--- src/rtl/keypad_scanner.sv ---
// 4x4 active-low key matrix scanner with debounce, one-cycle key events and a two-digit
// entry accumulator. Define KEY_REPEAT_EN to enable auto-repeat while a key stays held.
module keypad_scanner #(
    parameter int unsigned SCAN_DIV       = 4096,
    parameter int unsigned DEBOUNCE_SCANS = 4,
    parameter int unsigned REPEAT_DELAY   = 64,
    parameter int unsigned REPEAT_RATE    = 16
) (
    input  logic       i_clk,
    input  logic       i_reset,
    input  logic [3:0] i_row_n,
    output logic [3:0] o_col_n,
    output logic [3:0] o_key_code,
    output logic       o_key_valid,
    output logic       o_key_held,
    output logic [7:0] o_value,
    output logic       o_value_valid
);

    localparam int unsigned PW = (SCAN_DIV > 1) ? $clog2(SCAN_DIV) : 1;
    localparam int unsigned DW = $clog2(DEBOUNCE_SCANS + 1);
    localparam logic [PW-1:0] PRESC_MAX = PW'(SCAN_DIV - 1);
    localparam logic [DW-1:0] DB_MAX = DW'(DEBOUNCE_SCANS);
    // Candidate/stable encoding: {present, code}; NONE has present=0.
    localparam logic [4:0] NONE = 5'd0;

    logic [3:0]    r_row_meta;
    logic [3:0]    r_row_sync;
    logic [PW-1:0] r_presc;
    logic [1:0]    r_col;
    logic [15:0]   r_snap;
    logic [4:0]    r_last;
    logic [4:0]    r_stable;
    logic [DW-1:0] r_db_cnt;
    logic          r_evt_pend;
    logic [3:0]    r_evt_code;
    logic [3:0]    r_tens;
    logic [3:0]    r_units;

    logic          w_tick;
    logic          w_scan_done;
    logic [15:0]   w_snap_next;
    logic [4:0]    w_nlow;
    logic [3:0]    w_code;
    logic [4:0]    w_cand;
    logic [DW-1:0] w_db_next;
    logic          w_accept;
    logic          w_repeat;
    logic [7:0]    w_value;

    assign w_tick      = (r_presc == PRESC_MAX);
    assign w_scan_done = w_tick && (r_col == 2'd3);
    assign o_key_held  = r_stable[4];
    assign w_value     = {1'b0, r_tens, 3'b000} + {3'b000, r_tens, 1'b0} + {4'b0000, r_units};

    always_comb begin
        o_col_n = 4'b1110;
        unique case (r_col)
            2'd0: o_col_n = 4'b1110;
            2'd1: o_col_n = 4'b1101;
            2'd2: o_col_n = 4'b1011;
            2'd3: o_col_n = 4'b0111;
        endcase
    end

    // Snapshot including the column being sampled this tick; complete when r_col==3.
    always_comb begin
        w_snap_next = r_snap;
        for (int r = 0; r < 4; r++) begin
            w_snap_next[{r[1:0], r_col}] = r_row_sync[r];
        end
    end

    always_comb begin
        w_nlow = 5'd0;
        w_code = 4'd0;
        for (int i = 0; i < 16; i++) begin
            if (!w_snap_next[i]) begin
                w_nlow = w_nlow + 5'd1;
                w_code = i[3:0];
            end
        end
        w_cand = (w_nlow == 5'd1) ? {1'b1, w_code} : NONE;
    end

    always_comb begin
        if (w_cand != r_last) begin
            w_db_next = DW'(1);
        end else if (r_db_cnt < DB_MAX) begin
            w_db_next = r_db_cnt + DW'(1);
        end else begin
            w_db_next = r_db_cnt;
        end
    end

    assign w_accept = w_scan_done && (w_db_next >= DB_MAX) && (w_cand != r_stable);

`ifdef KEY_REPEAT_EN
    localparam int unsigned RW = $clog2(REPEAT_DELAY + REPEAT_RATE + 1);
    localparam logic [RW-1:0] REP_FIRST = RW'(REPEAT_DELAY);
    localparam logic [RW-1:0] REP_NEXT = RW'(REPEAT_DELAY + REPEAT_RATE);

    logic [RW-1:0] r_rep_cnt;
    logic [RW-1:0] w_rep_next;
    logic          w_rep_count;

    assign w_rep_next  = r_rep_cnt + RW'(1);
    assign w_rep_count = w_scan_done && !w_accept && r_stable[4] && (w_cand == r_stable);
    assign w_repeat    = w_rep_count && ((w_rep_next == REP_FIRST) || (w_rep_next == REP_NEXT));

    always_ff @(posedge i_clk or posedge i_reset) begin
        if (i_reset) begin
            r_rep_cnt <= '0;
        end else if (w_scan_done && (w_accept || !r_stable[4])) begin
            r_rep_cnt <= '0;
        end else if (w_rep_count) begin
            r_rep_cnt <= (w_rep_next == REP_NEXT) ? REP_FIRST : w_rep_next;
        end
    end
`else
    logic w_unused_repeat;
    assign w_unused_repeat = ^{REPEAT_DELAY, REPEAT_RATE};
    assign w_repeat        = 1'b0;
`endif

    always_ff @(posedge i_clk or posedge i_reset) begin
        if (i_reset) begin
            r_row_meta    <= 4'hf;
            r_row_sync    <= 4'hf;
            r_presc       <= '0;
            r_col         <= 2'd0;
            r_snap        <= 16'hffff;
            r_last        <= NONE;
            r_stable      <= NONE;
            r_db_cnt      <= '0;
            r_evt_pend    <= 1'b0;
            r_evt_code    <= 4'd0;
            r_tens        <= 4'd0;
            r_units       <= 4'd0;
            o_key_code    <= 4'd0;
            o_key_valid   <= 1'b0;
            o_value       <= 8'd0;
            o_value_valid <= 1'b0;
        end else begin
            r_row_meta <= i_row_n;
            r_row_sync <= r_row_meta;
            r_presc    <= w_tick ? '0 : r_presc + PW'(1);
            if (w_tick) begin
                r_col  <= r_col + 2'd1;
                r_snap <= w_snap_next;
            end
            if (w_scan_done) begin
                r_last   <= w_cand;
                r_db_cnt <= w_db_next;
                if (w_accept) begin
                    r_stable <= w_cand;
                end
            end

            // Events fire only leaving NONE (or on repeat); key-to-key rollover is silent.
            r_evt_pend <= (w_accept && !r_stable[4] && w_cand[4]) || w_repeat;
            r_evt_code <= w_cand[3:0];
            o_key_valid <= r_evt_pend;
            if (r_evt_pend) begin
                o_key_code <= r_evt_code;
            end

            o_value_valid <= 1'b0;
            if (o_key_valid) begin
                if (o_key_code <= 4'd9) begin
                    r_tens  <= r_units;
                    r_units <= o_key_code;
                end else if (o_key_code == 4'd10) begin
                    o_value       <= w_value;
                    o_value_valid <= 1'b1;
                end else if (o_key_code == 4'd11) begin
                    r_tens  <= 4'd0;
                    r_units <= 4'd0;
                end
            end
        end
    end

endmodule

--- config.mk ---
export PLATFORM = sky130hd
export DESIGN_NAME = keypad_scanner
export DESIGN_NICKNAME = d
export VERILOG_FILES = /design/src/rtl/keypad_scanner.sv
export SDC_FILE = /design/constraint.sdc
export NUM_CORES = 1
export LEC_CHECK = 0
export ABC_AREA = 1
export BUFFER_PORTS_ARGS = -buffer_cell sky130_fd_sc_hd__buf_2
export CAP_MARGIN = 20
export CORE_ASPECT_RATIO = 1.4
export CORE_MARGIN = 4
export CORE_UTILIZATION = 60
export DETAILED_ROUTE_END_ITERATION = 12
export GPL_TIMING_DRIVEN = 0
export PLACE_DENSITY = 0.89
export SYNTH_ARGS = -nofsm -noshare
export SYNTH_HDL_FRONTEND = slang
export SYNTH_SLANG_ARGS = --single-unit
--- constraint.sdc ---
create_clock -name i_clk -period 13.1 [get_ports i_clk]
set_input_delay 0 -clock i_clk [delete_from_list [all_inputs] [get_ports i_clk]]
set_output_delay 0 -clock i_clk [all_outputs]
set_load 0.02 [all_outputs]
# Yosys cells after proc, flatten, opt, wreduce, memory -nomap -nowiden
# Index checks and enable logic that the tools add are counted.
[word_totals]
out_inout_bits = 19
elab_cells = 128
inputBits = 6
ff_bits = 78
[op_classes]
n_eq_ne = 10
n_mux = 55
magnitude_cmp = 11
reduce_logical = 15
bitwise_logic = 1
addsub = 20
[op_table]
columns = ["operator", "count"]
rows = [
  ["two-way mux 5 bit", 16],
  ["adder 5 x 1 -> 5 bit (second input constant)", 15],
  ["two-way mux 4 bit", 18],
  ["bitwise mux 16 bit", 4],
  ["one-hot mux 4 bit (4 select lines)", 1],
  ["adder 12 x 1 -> 12 bit (second input constant)", 1],
  ["== test 12 bit (second input constant)", 1],
  ["two-way mux 12 bit", 1],
  ["< comparator 4 x 5 -> 1 bit (second input constant)", 2],
  ["inequality test 5 bit", 2],
  ["logical AND 1 bit", 9],
  ["two-way mux 1 bit", 9],
  ["adder 7 x 5 -> 8 bit", 1],
  ["adder 8 x 4 -> 8 bit", 1],
  ["demux 1 bit (select 2 bit)", 4],
  ["== test 4 bit (second input constant)", 2],
  [">= comparator 4 x 1 -> 1 bit (second input constant)", 2],
  ["two-way mux 3 bit", 2],
  ["AND reduction 3 bit", 2],
  ["== test 5 x 1 -> 1 bit (second input constant)", 1],
  ["< comparator 2 x 5 -> 1 bit (second input constant)", 1],
  ["< comparator 3 x 5 -> 1 bit (second input constant)", 1],
  ["== test 2 bit (second input constant)", 2],
  ["less-or-equal comparator 4 bit (second input constant)", 1],
  ["other kinds (13)", 13],
]

# Longest topological paths before layout
[depth]
ltp_word = 48
ltp_mapped = 67
mapped_depth_nobuf = 66

# Worst setup path before layout
# No wires, ideal clock.
[synth_path]
path_kind = "reg2reg"
startpoint = "reg r_col[0]"
endpoint = "reg r_stable[4]"
t_required_ps = 12983
path_slack_ps = 2805
path_stages_with_launch = 68
n_path_buf = 1
period_less_slack_ps = 10295
arrival_time_ps = 10178
setup_time_ps = 117
cell_sequence = "dfrtp_1 inv_1 ha_1 inv_2 nand2_1 nand2_1 ha_1 inv_1 nand3_2 nand2_1 ha_1 or2_0 and2_1 ha_1 nand2_1 nand2_1 ha_1 or2_2 [... 32 more ...] o21ai_0 inv_1 ha_1 nor2_1 nand2_1 nand2_1 nand3_2 nor2_4 buf_6 nand2_4 nand2_1 nand2_1 nor2_2 nand2_2 nor2_4 nand2_2 nand2_1 nand2_1"
[synth_between]
elab_chain_cells = 47
word_cells_on_any_way = 81
classes_between = "add/sub (15); order compare (9); eq/ne (4); mux (45); reduce/logical (8)"
[synth_lines]
columns = ["item", "line_no", "source"]
rows = [
  ["start, declared", "30", "logic [1:0] r_col;"],
  ["start signal, assigned", "149", "r_col <= r_col + 2'd1;"],
  ["< comparator 2 x 5 -> 1 bit (implied by the code) or >= comparator 2 x 1 -> 1 bit (tied branches)", "70", "w_snap_next[{r[1:0], r_col}] = r_row_sync[r];"],
  ["logical AND 1 bit (implied by the code)", "70", ""],
  ["two-way mux 1 bit (implied by the code)", "70", ""],
  ["demux 1 bit (select 2 bit)", "70", ""],
  ["bitwise mux 16 bit (4 in a row)", "70", ""],
  ["two-way mux 1 bit", "78", "if (!w_snap_next[i]) begin"],
  ["adder 5 x 1 -> 5 bit", "79", "w_nlow = w_nlow + 5'd1;"],
  ["two-way mux 5 bit", "78", ""],
  ["[... 27 more ...]", "-", ""],
  ["two-way mux 5 bit", "78", ""],
  ["== test 5 x 1 -> 1 bit", "83", "w_cand = (w_nlow == 5'd1) ? {1'b1, w_code} : NONE;"],
  ["two-way mux 5 bit", "83", ""],
  ["inequality test 5 bit", "87", "if (w_cand != r_last) begin"],
  ["two-way mux 3 bit", "87", ""],
  [">= comparator 3 bit", "96", "assign w_accept = w_scan_done && (w_db_next >= DB_MAX) && (w_cand != r_stable);"],
  ["logical AND 1 bit (2 in a row)", "96", ""],
  ["AND reduction 2 bit (no line)", "-", ""],
  ["end signal, assigned", "156", "r_stable <= w_cand;"],
  ["end, declared", "33", "logic [4:0] r_stable;"],
]
# Parallel ways exist; a longest one is shown, timed or not.
# A chain may end at the register's enable or synchronous reset.

# Final worst setup path
[layout_path]
startpoint = "reg r_col[1]"
endpoint = "reg r_stable[4]"
[layout_between]
word_cells_on_any_way = 81
classes_between = "add/sub (15); order compare (9); eq/ne (4); mux (45); reduce/logical (8)"
[layout_rtl]
columns = ["item", "line_no", "source"]
rows = [
  ["< comparator 2 x 5 -> 1 bit (implied by the code) or >= comparator 2 x 1 -> 1 bit (tied branches)", "70", ""],
  ["logical AND 1 bit (implied by the code)", "70", ""],
  ["two-way mux 1 bit (implied by the code)", "70", ""],
  ["demux 1 bit (select 2 bit) (*)", "70", ""],
  ["bitwise mux 16 bit (*) (4 in a row)", "70", ""],
  ["named net w_snap_next[1]", "42", "logic [15:0] w_snap_next;"],
  ["two-way mux 5 bit", "78", ""],
  ["adder 5 x 1 -> 5 bit", "79", ""],
  ["[... 26 more ...]", "-", ""],
  ["two-way mux 5 bit", "78", ""],
  ["== test 5 x 1 -> 1 bit", "83", ""],
  ["two-way mux 5 bit (*)", "83", ""],
  ["inequality test 5 bit", "87", ""],
  ["two-way mux 3 bit", "87", ""],
  [">= comparator 3 bit", "96", ""],
  ["logical AND 1 bit (2 in a row)", "96", ""],
  ["AND reduction 2 bit (no line)", "-", ""],
]
# The timed path passes the listed nets; every way through them passes the cells marked *.

==> results.md <==
- Most frequent CP cell: nand2_1
- Pins Over Slew Limit: 0
- Fraction of the mapped netlist area in compound gates: 0.06348
- Post-synth cell types: 35
- Via Count: 4974
- Startpoint types: flop
- DRC Markers: 0
- Post-DP HPWL: 8476 µm
- Most common cell in the synthesized netlist: nand2_1
- Initial antenna violation count: 0
- Port buffer count: 24
- Adder and majority gate portion of the synthesized area: 0.07806
- WL final: 11550 µm
- Ant diodes: 0
- Post-synthesis xor/xnor area fraction: 0.01975
- Dpl ws: 1766 ps
- Final Setup Violations: 0
- Simple-gate portion of the synthesized area: 0.3713
- IO Count: 25
- H-tree levels: 3
- Cell type with the largest total area after synthesis: dfrtp_1
- Vias in the first global route: 4891
- Slew @ Worst Pin: 910.9 ps
- Synthesized area: 5321 µm²
- Crit path kind: reg2reg
- Initial Util: 0.6182
- Post-CTS Setup Repair Bufs: 0
- Layout area overhead: 11.87%
- FF+latch count, synth: 78
- Cell Pwr Density: 126.9 nW/µm²
- Share of post-route cells with drive strength above 1: 0.1473
- Largest cells by area after synthesis: dfrtp_1 25%, nand2_1 18%, dfstp_2 12%, inv_1 7.8%, ha_1 7.1%
- Syn Area/Cell: 6.974 µm²
- Sequential-to-total area share from yosys stat: 0.3724
- Synth Net Count: 801
- Main combinational cell family by area after synthesis: simple AND/OR/NAND/NOR gates
- Max Buffers Root-to-Sink: 2
- CP Data Arrival Time: 11870 ps
- Top_reg_cell synth: dfrtp_1
- Layout Nets: 841
- Global Route met2 Usage: 0.4142
- Die H: 119.4 µm
- CORE AREA: 8608 µm²
- Horiz. Die Dim: 87.59 µm
- Maximum VDD drop: 0.09267 mV
- Crit path required time: 13330 ps
- First-pass DRT Iterations: 5
- Clock sink count: 78
- Share of the synthesized area in the top cell type: 0.2539
- Final GP Congestion: 0.8515
- Max-slew headroom at the worst pin: 0.3927
- Reg clk slew, reported paths: 60 ps
- Asr flop ratio synth: 1.000
- Total GRT Usage: 0.2351
- Mux share of post-synthesis cell area: 0.003997
- First-pass GRT wire length: 20210 µm
- Outcome: completed
- Met1 usage: 0.2734
- Final period utilization: 0.8886
- Final Non-Filler Cells: 913
- Min Tclk post-route: 11640 ps
- Die area: 10460 µm²
- Cells after DPL: 892
- Most frequent cells after synthesis: 255 x nand2_1, 111 x inv_1, 71 x nand3_1, 54 x dfrtp_1, 54 x nor2_1
- Root Buffer Master: clkbuf_16
- Clock latency at the later pin of the worst-skew pair: 340 ps
- Largest net degree at the start of global routing: 79
- CTS Buf Count: 9
- Max Fanout on Critical Path: 5
- Type of the most critical hold path: in2reg
- GRT busiest layer: met2
- Routed WL per cell: 12.65 µm
- Met3 Use GR: 0.03460
- Worst Setup End Kind: flop
- CTS tree: built
- Final worst slack: 1460 ps
- Max Freq: 85.91 MHz
- Rows: 40
- Synth warn: 0
- Post-synth EDFFs: 0
- Final setup skew: 10.19 ps
- Final hold vios: 0
- Overflow after GRT: 0
- Maxcap violations: 0
- Mapped Cells: 763
- P_leak: 3.219 nW
- Antenna Nets Post-Route: 0
- Vias/cell: 5.448
- RSZ-0062 raised after global routing: false
- DR iter-0 viols: 323
- CP max stage delay: 410 ps
- Sum Neg Setup Slack: 0 ps
- Crit path max-delay cell type: dfrtp_1
-- metal layers --
| metal | routed length (µm) | vias up |
|---|---|---|
| met4 | 377 | 0 |
| met1 | 4636 | 2310 |
| met5 | 0 | - |
| li1 | - | 2475 |
| met3 | 561 | 43 |
| met2 | 5972 | 146 |
-- state kept, by name, indices dropped and copies added, names as in the netlist, 5 cells and up --
| signal | flops |
|---|---|
| o_value | 8 |
| r_last | 5 |
| r_presc | 12 |
| r_snap | 16 |
| r_stable | 5 |
-- path summary, 6_finish.rpt --
kind	startpoint	endpoint	slack, ps	cells past startpoint
setup / recovery	r_col[1]	r_stable[4]	1460	66
hold / removal	i_row_n[2]	r_row_meta[2]	300	2
setup reg to reg	r_col[1]	r_stable[4]	1460	66
hold reg to reg	r_row_meta[1]	r_row_sync[1]	360	0
max in group asynchronous	i_reset	r_stable[0]	12100	3
min in group asynchronous	i_reset	o_key_code[3]	410	3
-- through the flow --
stage | power (mW) | hold WS [ps] | cell area (µm²) | util
4_1_cts | 0.7549 | 300.0 | 5953 | 0.6916
5_1_grt | 0.8066 | 323.3 | 5953 | 0.6916
3_5_place_dp | 0.4773 | 108.0 | 5575 | 0.6477
3_3_place_gp | 0.4663 | 105.0 | 5573 | 0.6474
6_report | 0.7554 | 301.8 | 5953 | 0.6916
2_1_floorplan | 0.4381 | 4.478 | 5321 | -
-- critical path: cells and delay by family (launching register included) --
family          cells  cell delay, ps
compound gates      2             510
fa+ha+maj          15            4110
buf+inv            11             910
flops               1             410
simple gates       38            5570
-- power by group --
| group | internal (mW) | leakage [nW] | switching, mW |
|---|---|---|---|
| registers | 0.247 | 0.989 | 0.00211 |
| clock network | 0.170 | 0.163 | 0.105 |
| logic | 0.0765 | 2.07 | 0.154 |
-- cell type report --
type,count,area [µm²]
buffer,7,33.78
clock buffer,9,225.2
clock inverter,7,102.6
fill,670,2655
inverter,120,452.9
multi-input combinational,558,2855
sequential,78,1982
tap,105,131.4
timing repair buffer,29,170.2
-- what timing repair did --
item	CTS	global route
gates resized for setup	0	0
hold endpoints to repair	58	0
hold buffers	5	0
-- cells by family after synthesis --
family                     Yosys count
muxes                                2
buffers and inverters              127
and+or+nand+nor                    446
xor gates and xnor gates            12
DFF                                 78
AOI/OAI and AO/OA                   66
adders and majority gates           32
-- layout by cell type (no fill, tap or decap), types with 2 or more instances in the layout --
cell           Yosys  layout
nor4_1             4       4
nand3b_1           7       7
xor2_1             9       9
nor2_4             2       2
o21ai_0           34      34
dfstp_2           24      24
o22ai_1            3       3
inv_6              0       3
nand3_1           71      71
dlygate4sd3_1      0       5
nor2_2             3       3
nand2_2           20      20
bufinv_16          0       2
fa_1               2       2
inv_2              9       9
a21oi_1           27      27
clkbuf_1           5       5
and2_1             2       2
buf_2              0      24
ha_1              30      30
nor3_1             6       6
or2_2              9       9
nor2_1            54      54
dfrtp_1           54      54
nand2_1          255     255
nand3_2            8       8
inv_1            111     110
xnor2_1            3       3
clkbuf_16          0       9
(Power assumes the default switching activity.)
